### src/rtl/adder_seq_pkg.sv
// Shared types and constants for the ripple-add sequencer.
package adder_seq_pkg;

    localparam int unsigned SLICE_W = 4;

    typedef enum logic [1:0] {
        StIdle,
        StRun,
        StDone
    } addseq_state_e;

endpackage

### src/rtl/ripple_adder4.sv
// 4-bit ripple-carry adder slice, shared by the sequencer across all nibbles.
module ripple_adder4
    import adder_seq_pkg::*;
(
    input  logic [SLICE_W-1:0] a,
    input  logic [SLICE_W-1:0] b,
    input  logic               cin,
    output logic [SLICE_W-1:0] sum,
    output logic               cout
);

    logic [SLICE_W:0] carry;

    always_comb begin
        carry    = '0;
        sum      = '0;
        carry[0] = cin;
        for (int i = 0; i < SLICE_W; i++) begin
            sum[i]       = a[i] ^ b[i] ^ carry[i];
            carry[i + 1] = (a[i] & b[i]) | (carry[i] & (a[i] ^ b[i]));
        end
        cout = carry[SLICE_W];
    end

endmodule

### src/rtl/ripple_add_sequencer.sv
// Wide adder that time-shares one 4-bit ripple slice, one nibble per clock, LSB first.
// Define ADDSEQ_SUB_EN to add the sub port and A-B support.
module ripple_add_sequencer
    import adder_seq_pkg::*;
#(
    parameter int unsigned NIBBLES = 4
) (
    input  logic                   clk,
    input  logic                   rst,
    input  logic                   in_valid,
    output logic                   in_ready,
    input  logic [SLICE_W*NIBBLES-1:0] a,
    input  logic [SLICE_W*NIBBLES-1:0] b,
    input  logic                   cin,
`ifdef ADDSEQ_SUB_EN
    input  logic                   sub,
`endif
    output logic                   out_valid,
    input  logic                   out_ready,
    output logic [SLICE_W*NIBBLES-1:0] sum,
    output logic                   cout
);

    localparam int unsigned W    = SLICE_W * NIBBLES;
    localparam int unsigned IdxW = (NIBBLES > 1) ? $clog2(NIBBLES) : 1;
    localparam logic [IdxW-1:0] LastIdx = IdxW'(NIBBLES - 1);

    addseq_state_e   state_q, state_d;
    logic [W-1:0]    a_q, a_d;
    logic [W-1:0]    b_q, b_d;
    logic [W-1:0]    sum_q, sum_d;
    logic [IdxW-1:0] idx_q, idx_d;
    logic            carry_q, carry_d;
    logic            cout_q, cout_d;
`ifdef ADDSEQ_SUB_EN
    logic            sub_q, sub_d;
`endif

    logic [SLICE_W-1:0] a_slice, b_slice, b_op, s_slice;
    logic               c_slice;

    // Slice operands come only from the captured registers.
    always_comb begin
        a_slice = '0;
        b_slice = '0;
        for (int i = 0; i < NIBBLES; i++) begin
            if (idx_q == IdxW'(i)) begin
                a_slice = a_q[i*SLICE_W +: SLICE_W];
                b_slice = b_q[i*SLICE_W +: SLICE_W];
            end
        end
`ifdef ADDSEQ_SUB_EN
        b_op = b_slice ^ {SLICE_W{sub_q}};
`else
        b_op = b_slice;
`endif
    end

    ripple_adder4 u_slice (
        .a    (a_slice),
        .b    (b_op),
        .cin  (carry_q),
        .sum  (s_slice),
        .cout (c_slice)
    );

    always_comb begin
        state_d = state_q;
        a_d     = a_q;
        b_d     = b_q;
        sum_d   = sum_q;
        idx_d   = idx_q;
        carry_d = carry_q;
        cout_d  = cout_q;
`ifdef ADDSEQ_SUB_EN
        sub_d   = sub_q;
`endif
        unique case (state_q)
            StIdle: begin
                if (in_valid) begin
                    a_d     = a;
                    b_d     = b;
                    sum_d   = '0;
                    cout_d  = 1'b0;
                    idx_d   = '0;
`ifdef ADDSEQ_SUB_EN
                    sub_d   = sub;
                    // Two's-complement subtract: invert b and inject +1 as carry-in.
                    carry_d = sub ? 1'b1 : cin;
`else
                    carry_d = cin;
`endif
                    state_d = StRun;
                end
            end
            StRun: begin
                for (int i = 0; i < NIBBLES; i++) begin
                    if (idx_q == IdxW'(i)) begin
                        sum_d[i*SLICE_W +: SLICE_W] = s_slice;
                    end
                end
                carry_d = c_slice;
                if (idx_q == LastIdx) begin
                    cout_d  = c_slice;
                    state_d = StDone;
                end else begin
                    idx_d = idx_q + 1'b1;
                end
            end
            StDone: begin
                if (out_ready) begin
                    state_d = StIdle;
                end
            end
            default: state_d = StIdle;
        endcase
    end

    always_ff @(posedge clk) begin
        if (rst) begin
            state_q <= StIdle;
            a_q     <= '0;
            b_q     <= '0;
            sum_q   <= '0;
            idx_q   <= '0;
            carry_q <= 1'b0;
            cout_q  <= 1'b0;
`ifdef ADDSEQ_SUB_EN
            sub_q   <= 1'b0;
`endif
        end else begin
            state_q <= state_d;
            a_q     <= a_d;
            b_q     <= b_d;
            sum_q   <= sum_d;
            idx_q   <= idx_d;
            carry_q <= carry_d;
            cout_q  <= cout_d;
`ifdef ADDSEQ_SUB_EN
            sub_q   <= sub_d;
`endif
        end
    end

    assign in_ready  = (state_q == StIdle);
    assign out_valid = (state_q == StDone);
    assign sum       = sum_q;
    assign cout      = cout_q;

endmodule

### config.mk
export PLATFORM = sky130hd
export DESIGN_NAME = ripple_add_sequencer
export DESIGN_NICKNAME = d
export VERILOG_FILES = /design/src/rtl/adder_seq_pkg.sv /design/src/rtl/ripple_adder4.sv /design/src/rtl/ripple_add_sequencer.sv
export SDC_FILE = /design/constraint.sdc
export NUM_CORES = 1
export LEC_CHECK = 0
export CAP_MARGIN = 15
export CORE_MARGIN = 4
export CORE_UTILIZATION = 25
export CTS_CLUSTER_DIAMETER = 60
export DETAILED_ROUTE_END_ITERATION = 16
export HOLD_SLACK_MARGIN = 0.15
export PLACE_DENSITY = 0.46
export SYNTH_ARGS = -nofsm -noshare
export SYNTH_HDL_FRONTEND = slang
export SYNTH_HIERARCHICAL = 1
export SYNTH_SLANG_ARGS = --single-unit
### constraint.sdc
create_clock -name clk -period 6.5 [get_ports clk]
set_input_delay 1.625 -clock clk [delete_from_list [all_inputs] [get_ports clk]]
set_output_delay 1.625 -clock clk [all_outputs]
set_load 0.05 [all_outputs]
Yosys cells after proc, flatten, opt, wreduce, memory -nomap -nowiden. Index checks and enable logic that the tools add are counted.

$add $sub $neg: 1. Eq/ne operators: 12. Mux-type cells: 26. Bitwise gates (word level): 20. Reductions and logical operators: 11.

Operator list (count): $mux W4 (12); $pmux W16 S2 (1); $reduce_and A3 Y1 (6); $mux W16 (1); $ne A2 B2 Y1 const B (6); $mux W2 (5); $and A1 B1 Y1 (8); $xor A1 B1 Y1 (8); $eq A2 B2 Y1 const B (3); $pmux W2 S3 (1); $eq A2 B1 Y1 const B (2); $logic_not A2 Y1 (2); $or A1 B1 Y1 (4); $pmux W1 S2 (2); $pmux W2 S2 (1); $reduce_and A2 Y1 (2); $mux W1 (3); $add A2 B1 Y2 const B (1); $ne A2 B1 Y1 const B (1); $reduce_bool A2 Y1 (1).

Flip-flop bits (word level): 54. Input bits: 37. Output and inout port bits: 19.

Longest topological paths before layout.
Word-level depth: 16. Depth in mapped cells: 18.

Modules after synthesis. The synthesis kept the hierarchy.

Modules (own cells, without submodules): ripple_add_sequencer (times used 1, cells an instance 296, area an instance 2463.6 sq um); ripple_adder4 (times used 1, cells an instance 14, area an instance 117.6 sq um).

Worst setup path before layout. No wires, ideal clock.

Kind: reg-to-reg. Start point: register idx_q[0]. End point: register sum_q[11], in the netlist sum[11]. Setup time: 0.072 ns. Data arrival time: 3.310 ns. Required time: 6.428 ns. Slack: 3.119 ns. Stages on the path, launching flop included: 18. Path buffers: 2. Period minus slack after synthesis: 3.381 ns. Cell sequence: dfxtp_1 > inv_1 > ha_1 > buf_2 > clkbuf_1 > a21oi_1 > o21ai_0 > a22o_1 > fa_1 > inv_1 > fa_1 > inv_1 > fa_1 > inv_1 > fa_1 > inv_1 > or3b_1 > mux2i_1.

Longest elaborated chain between the ends: 15. Elaborated cells on any way between the ends: 30. Classes of those cells: eq/ne: 4; mux: 10; bitwise: 14; reduce/logical: 2.

RTL lines: from (decl) (RTL line ripple_add_sequencer.sv:32) `logic [IdxW-1:0] idx_q, idx_d;`; from (signal assigned) (RTL line ripple_add_sequencer.sv:136) `idx_q <= idx_d;`; $logic_not A2 Y1 (RTL line ripple_add_sequencer.sv:47) `if (idx_q == IdxW'(i)) begin`; $mux W4 (3 in a row) (RTL line ripple_add_sequencer.sv:47); $mux W4 * (RTL line ripple_add_sequencer.sv:47); via b_op[0] (RTL line ripple_add_sequencer.sv:39) `logic [SLICE_W-1:0] a_slice, b_slice, b_op, s_slice;`; $xor A1 B1 Y1 (RTL line ripple_adder4.sv:20) `carry[i + 1] = (a[i] & b[i]) | (carry[i] & (a[i] ^ b[i]));`; $and A1 B1 Y1 (RTL line ripple_adder4.sv:20); $or A1 B1 Y1 * (RTL line ripple_adder4.sv:20); $and A1 B1 Y1 * (RTL line ripple_adder4.sv:20); $or A1 B1 Y1 * (RTL line ripple_adder4.sv:20); $and A1 B1 Y1 * (RTL line ripple_adder4.sv:20); $or A1 B1 Y1 * (RTL line ripple_adder4.sv:20); $xor A1 B1 Y1 * (RTL line ripple_adder4.sv:19) `sum[i] = a[i] ^ b[i] ^ carry[i];`; via s_slice[3] (RTL line ripple_add_sequencer.sv:39); $mux W4 * (RTL line ripple_add_sequencer.sv:98) `if (idx_q == IdxW'(i)) begin`; $pmux W16 S2 * (RTL line ripple_add_sequencer.sv:78) `unique case (state_q)`; to (signal assigned) (RTL line ripple_add_sequencer.sv:135) `sum_q <= sum_d;`; to (decl) (RTL line ripple_add_sequencer.sv:31) `logic [W-1:0] sum_q, sum_d;`.

Mark *: on every way through the listed nets, which the timed path passes. The rest lies on a longest branch. The select of a mux whose other input is x is not followed. A chain may end at the register's enable or synchronous reset.

Final worst setup path.
Start point: register idx_q[0]. End point: register sum_q[15], in the netlist sum[15].

Longest elaborated chain between the ends: 15. Elaborated cells on any way between the ends: 30. Classes of those cells: eq/ne: 4; mux: 10; bitwise: 14; reduce/logical: 2.

RTL lines (RTL line): $logic_not A2 Y1 (ripple_add_sequencer.sv:47); $mux W4 (3 in a row) (ripple_add_sequencer.sv:47); $mux W4 * (ripple_add_sequencer.sv:47); via a_slice[0] (ripple_add_sequencer.sv:39); $xor A1 B1 Y1 (ripple_adder4.sv:20); $and A1 B1 Y1 (ripple_adder4.sv:20); $or A1 B1 Y1 * (ripple_adder4.sv:20); $and A1 B1 Y1 * (ripple_adder4.sv:20); $or A1 B1 Y1 * (ripple_adder4.sv:20); $and A1 B1 Y1 * (ripple_adder4.sv:20); $or A1 B1 Y1 * (ripple_adder4.sv:20); $xor A1 B1 Y1 * (ripple_adder4.sv:19); via s_slice[3] (ripple_add_sequencer.sv:39); $mux W4 * (ripple_add_sequencer.sv:98); $pmux W16 S2 * (ripple_add_sequencer.sv:78).

Marked as above.

==> out/summary.txt <==
Status: complete, no violations
Initial antenna violation count: 0
Vias in the first global route: 2082
CTS resizes: 0
Final ANT Viol Nets: 0
Clock Pin Slew Worst Setup and Hold Paths: 0.10 ns
Post-synth top area share: 41.9%
First-pass GRT wire length: 10.2 mm
# diodes: 0
Vias: 2067
Sequential power share: 50.0%
Die height: 110 µm
GRT Max-Usage Layer: met2
Initial Util: 26.0%
Synth unique cells: 26
Rel. slew slack: 33.1%
Leading area contributor after synthesis: dfxtp_1
Fillcell total: 1088
Max_cap viols: 0
Core area: 9910 µm²
CP cell instances: inv_1 > ha_1 > a21oi_1 > o21ai_0 > a22o_1 > fa_1 > inv_1 > fa_1 > inv_1 > fa_1 > inv_1 > fa_1 > inv_1 > or3b_1 > mux2i_1
Final instance area: 3270 µm²
Largest delay contributor family on the critical path: adder cells
Grt total ovfl: 0
Root Driver: clkbuf_8
Worst setup EP type: register
H-tree Lvls: 2
Hold Path Stages: 2
Top cells by area, synth: dfxtp_1, nand2_1, a21oi_1
Met2 Use GR: 17.4%
Layout overhead on the synthesized area: 26.5%
Peak Freq: 0.271 GHz
Slowest stage delay, CP: 0.44 ns
Synth Area in Adders: 5.04%
Post-DR wirelength/cell: 12.6 µm
WP data arrival: 3.93 ns
Compound-Gate Fraction of Synth Area: 15.9%
RR Endpoint: sum[15]
Pleak: 1.23 nW
Comb power frac: 18.3%
Psw: 0.197 mW
DRC violations left: 0
CP Buf/Inv Count: 5
Minimum clock period: 3.69 ns
Syn_area_per_cell: 8.33 µm²
Number of sinks on the clock net: 54
GR Util met3: 2.17%
Main combinational cell family by area after synthesis: simple AND/OR/NAND/NOR gates
VDD IR max: 83.0 µV
Routability cong.: 0.698
Post-CTS Setup Inserts: 0
Number of flops mapped to enable cells by yosys: 0
Die ar.: 12000 µm²
DP Area: 3150 µm²
Asr flop ratio synth: 0%
Main synth FF type: dfxtp_1
Iter 0 DRT Violations: 43
RSZ-0062 raised after global routing: no
Max FO, Critical Path: 17
Internal: 0.523 mW
Worst path slowest cell: ha_1
Clock Latency Late Sink: 0.31 ns
Final setup viols: 0
Sw frac: 27.4%
Required time worst endpoint: 6.74 ns
R2r setup slk: 2.81 ns
IO buf count: 55
Hold_sp: a_q[11]
CTS Hold Bufs: 0
Post-Synth Simple-Gate Area: 21.1%
Drt first pass iters: 4
Pwr/cell area: 221 nW/µm²
Cts bufs inserted: 5
Slew Viols, Final: 0
Syn_nets: 355
Routed vias/inst: 4.26
Hold Path Class: reg -> reg
Clk network pwr share: 31.7%
Fin nets: 396
Synth Warn #: 6
CTS max path bufs: 2
Worst flop-to-flop path startpoint: idx_q[0]
CP most frequent cell: inv_1
I/O pin count: 56
Non-Filler Instances: 485
Cell with the most instances after synthesis: nand2_1
Post-synth top cells: nand2_1, dfxtp_1, a21oi_1
Layout cells sized above 1: 4.55%
Sequential cell area fraction in the yosys report: 41.9%
Post-synthesis mux area share: 6.79%
Met1 Usage GRT: 14.6%
CTS tree: built
Setup Skew: 0.00754 ns
Fin crit share: 56.8%
Critical path class: reg -> reg
Rows: 36
Post-Syn Area: 2580 µm²
Largest net degree at the start of global routing: 60
Area of the multi-input gates: 1260 µm²
Register area: 1080 µm²
Post-DP HPWL: 4.41 mm
Yosys reg bits: 54
Worst Tran Pin Value: 1.00 ns
Crit start category: register
Die X: 110 µm
Total GRT Usage: 10.7%
Hold Vio Cnt, Final: 0
Setup TNS Final: 0 ns
Post-Synth XOR/XNOR Area: 0%
FF-to-FF path depth: 15
Endpoint of the worst hold path: a_q[11]
Cell count after synthesis: 310
Cells after DPL: 477
Final wirelength: 6.10 mm
==> cell type report <==
type	count	share of cell area [%]
timing repair buffer	57	17.4
clock inverter	3	1.38
tap	133	5.10
multi-input combinational	213	38.6
clock buffer	5	2.11
sequential	54	33.1
inverter	20	2.30
==> sequential cells by signal, indices dropped and copies added (netlist names) <==
name     cells
a_q         16
b_q         16
sum         16
idx_q        2
state_q      2
carry_q      1
cout         1
==> worst register-to-register path: stages (launching register included) <==
cell	delay, ns
dfxtp_1	0.40
inv_1	0.10
ha_1	0.44
a21oi_1	0.20
o21ai_0	0.12
a22o_1	0.25
fa_1	0.42
inv_1	0.07
fa_1	0.15
inv_1	0.05
fa_1	0.35
inv_1	0.07
fa_1	0.40
inv_1	0.06
or3b_1	0.42
mux2i_1	0.15
==> cell usage in the layout, fill, tap and decap left out, types with 2 or more instances in the layout <==
cell / n
a21o_1: 4
a21oi_1: 51
a22o_1: 8
clkbuf_8: 5
clkdlybuf4s50_1: 54
clkinvlp_4: 2
dfxtp_1: 54
fa_1: 4
ha_1: 4
inv_1: 20
mux2i_1: 16
nand2_1: 78
nand2b_1: 19
nand3_1: 3
nor2_1: 2
nor2b_1: 2
o21ai_0: 8
or3b_1: 6
==> power by group through the flow <==
| stage | Clock, mW | Combinational, mW | Sequential (mW) |
|---|---|---|---|
| 4_1_cts | 0.236 | 0.135 | 0.361 |
| 6_report | 0.228 | 0.132 | 0.360 |
| 5_1_grt | 0.249 | 0.148 | 0.363 |
| 3_3_place_gp | 0 | 0.132 | 0.368 |
| 3_5_place_dp | 0 | 0.135 | 0.368 |
| 2_1_floorplan | 0 | 0.0816 | 0.377 |
==> worst max path at each step <==
| stage | from | to | slack [ns] | cells after the start |
|---|---|---|---|---|
| after global routing | idx_q[0] | sum[7] | 2.48 | 15 |
| after detailed placement | idx_q[0] | sum[15] | 2.82 | 15 |
| after CTS | idx_q[0] | sum[15] | 2.78 | 15 |
| final | idx_q[0] | sum[15] | 2.81 | 15 |
| after global placement | idx_q[0] | sum[11] | 2.84 | 15 |
| after floorplan | idx_q[0] | sum[11] | 3.12 | 17 |
==> metal layers <==
layer  part of all wire, %  up-vias
met5                     0        -
met1                    50      933
li1                      -     1087
met3                   4.5        5
met2                    45       42
met4                  0.70        0
==> logic make-up (layout without fill, tap and decap cells) <==
family	after synthesis	after routing
flip-flops	54	54
AND/OR/NAND/NOR	115	115
AO/OA/AOI/OAI	73	73
buffers and inverters	43	85
multiplexers	17	17
adder cells (fa/ha/maj)	8	8
==> stage by stage <==
step | utilization (%) | hold WS [ns] | total power [mW] | setup slack [ns]
final | 33.0 | 0.459 | 0.721 | 2.81
after global routing | 33.0 | 0.486 | 0.760 | 2.48
after CTS | 33.0 | 0.461 | 0.732 | 2.78
after detailed placement | 31.8 | 0.447 | 0.503 | 2.82
after global placement | 31.7 | 0.444 | 0.500 | 2.84
after floorplan | - | 0.436 | 0.458 | 3.12
(Power assumes the default switching activity.)
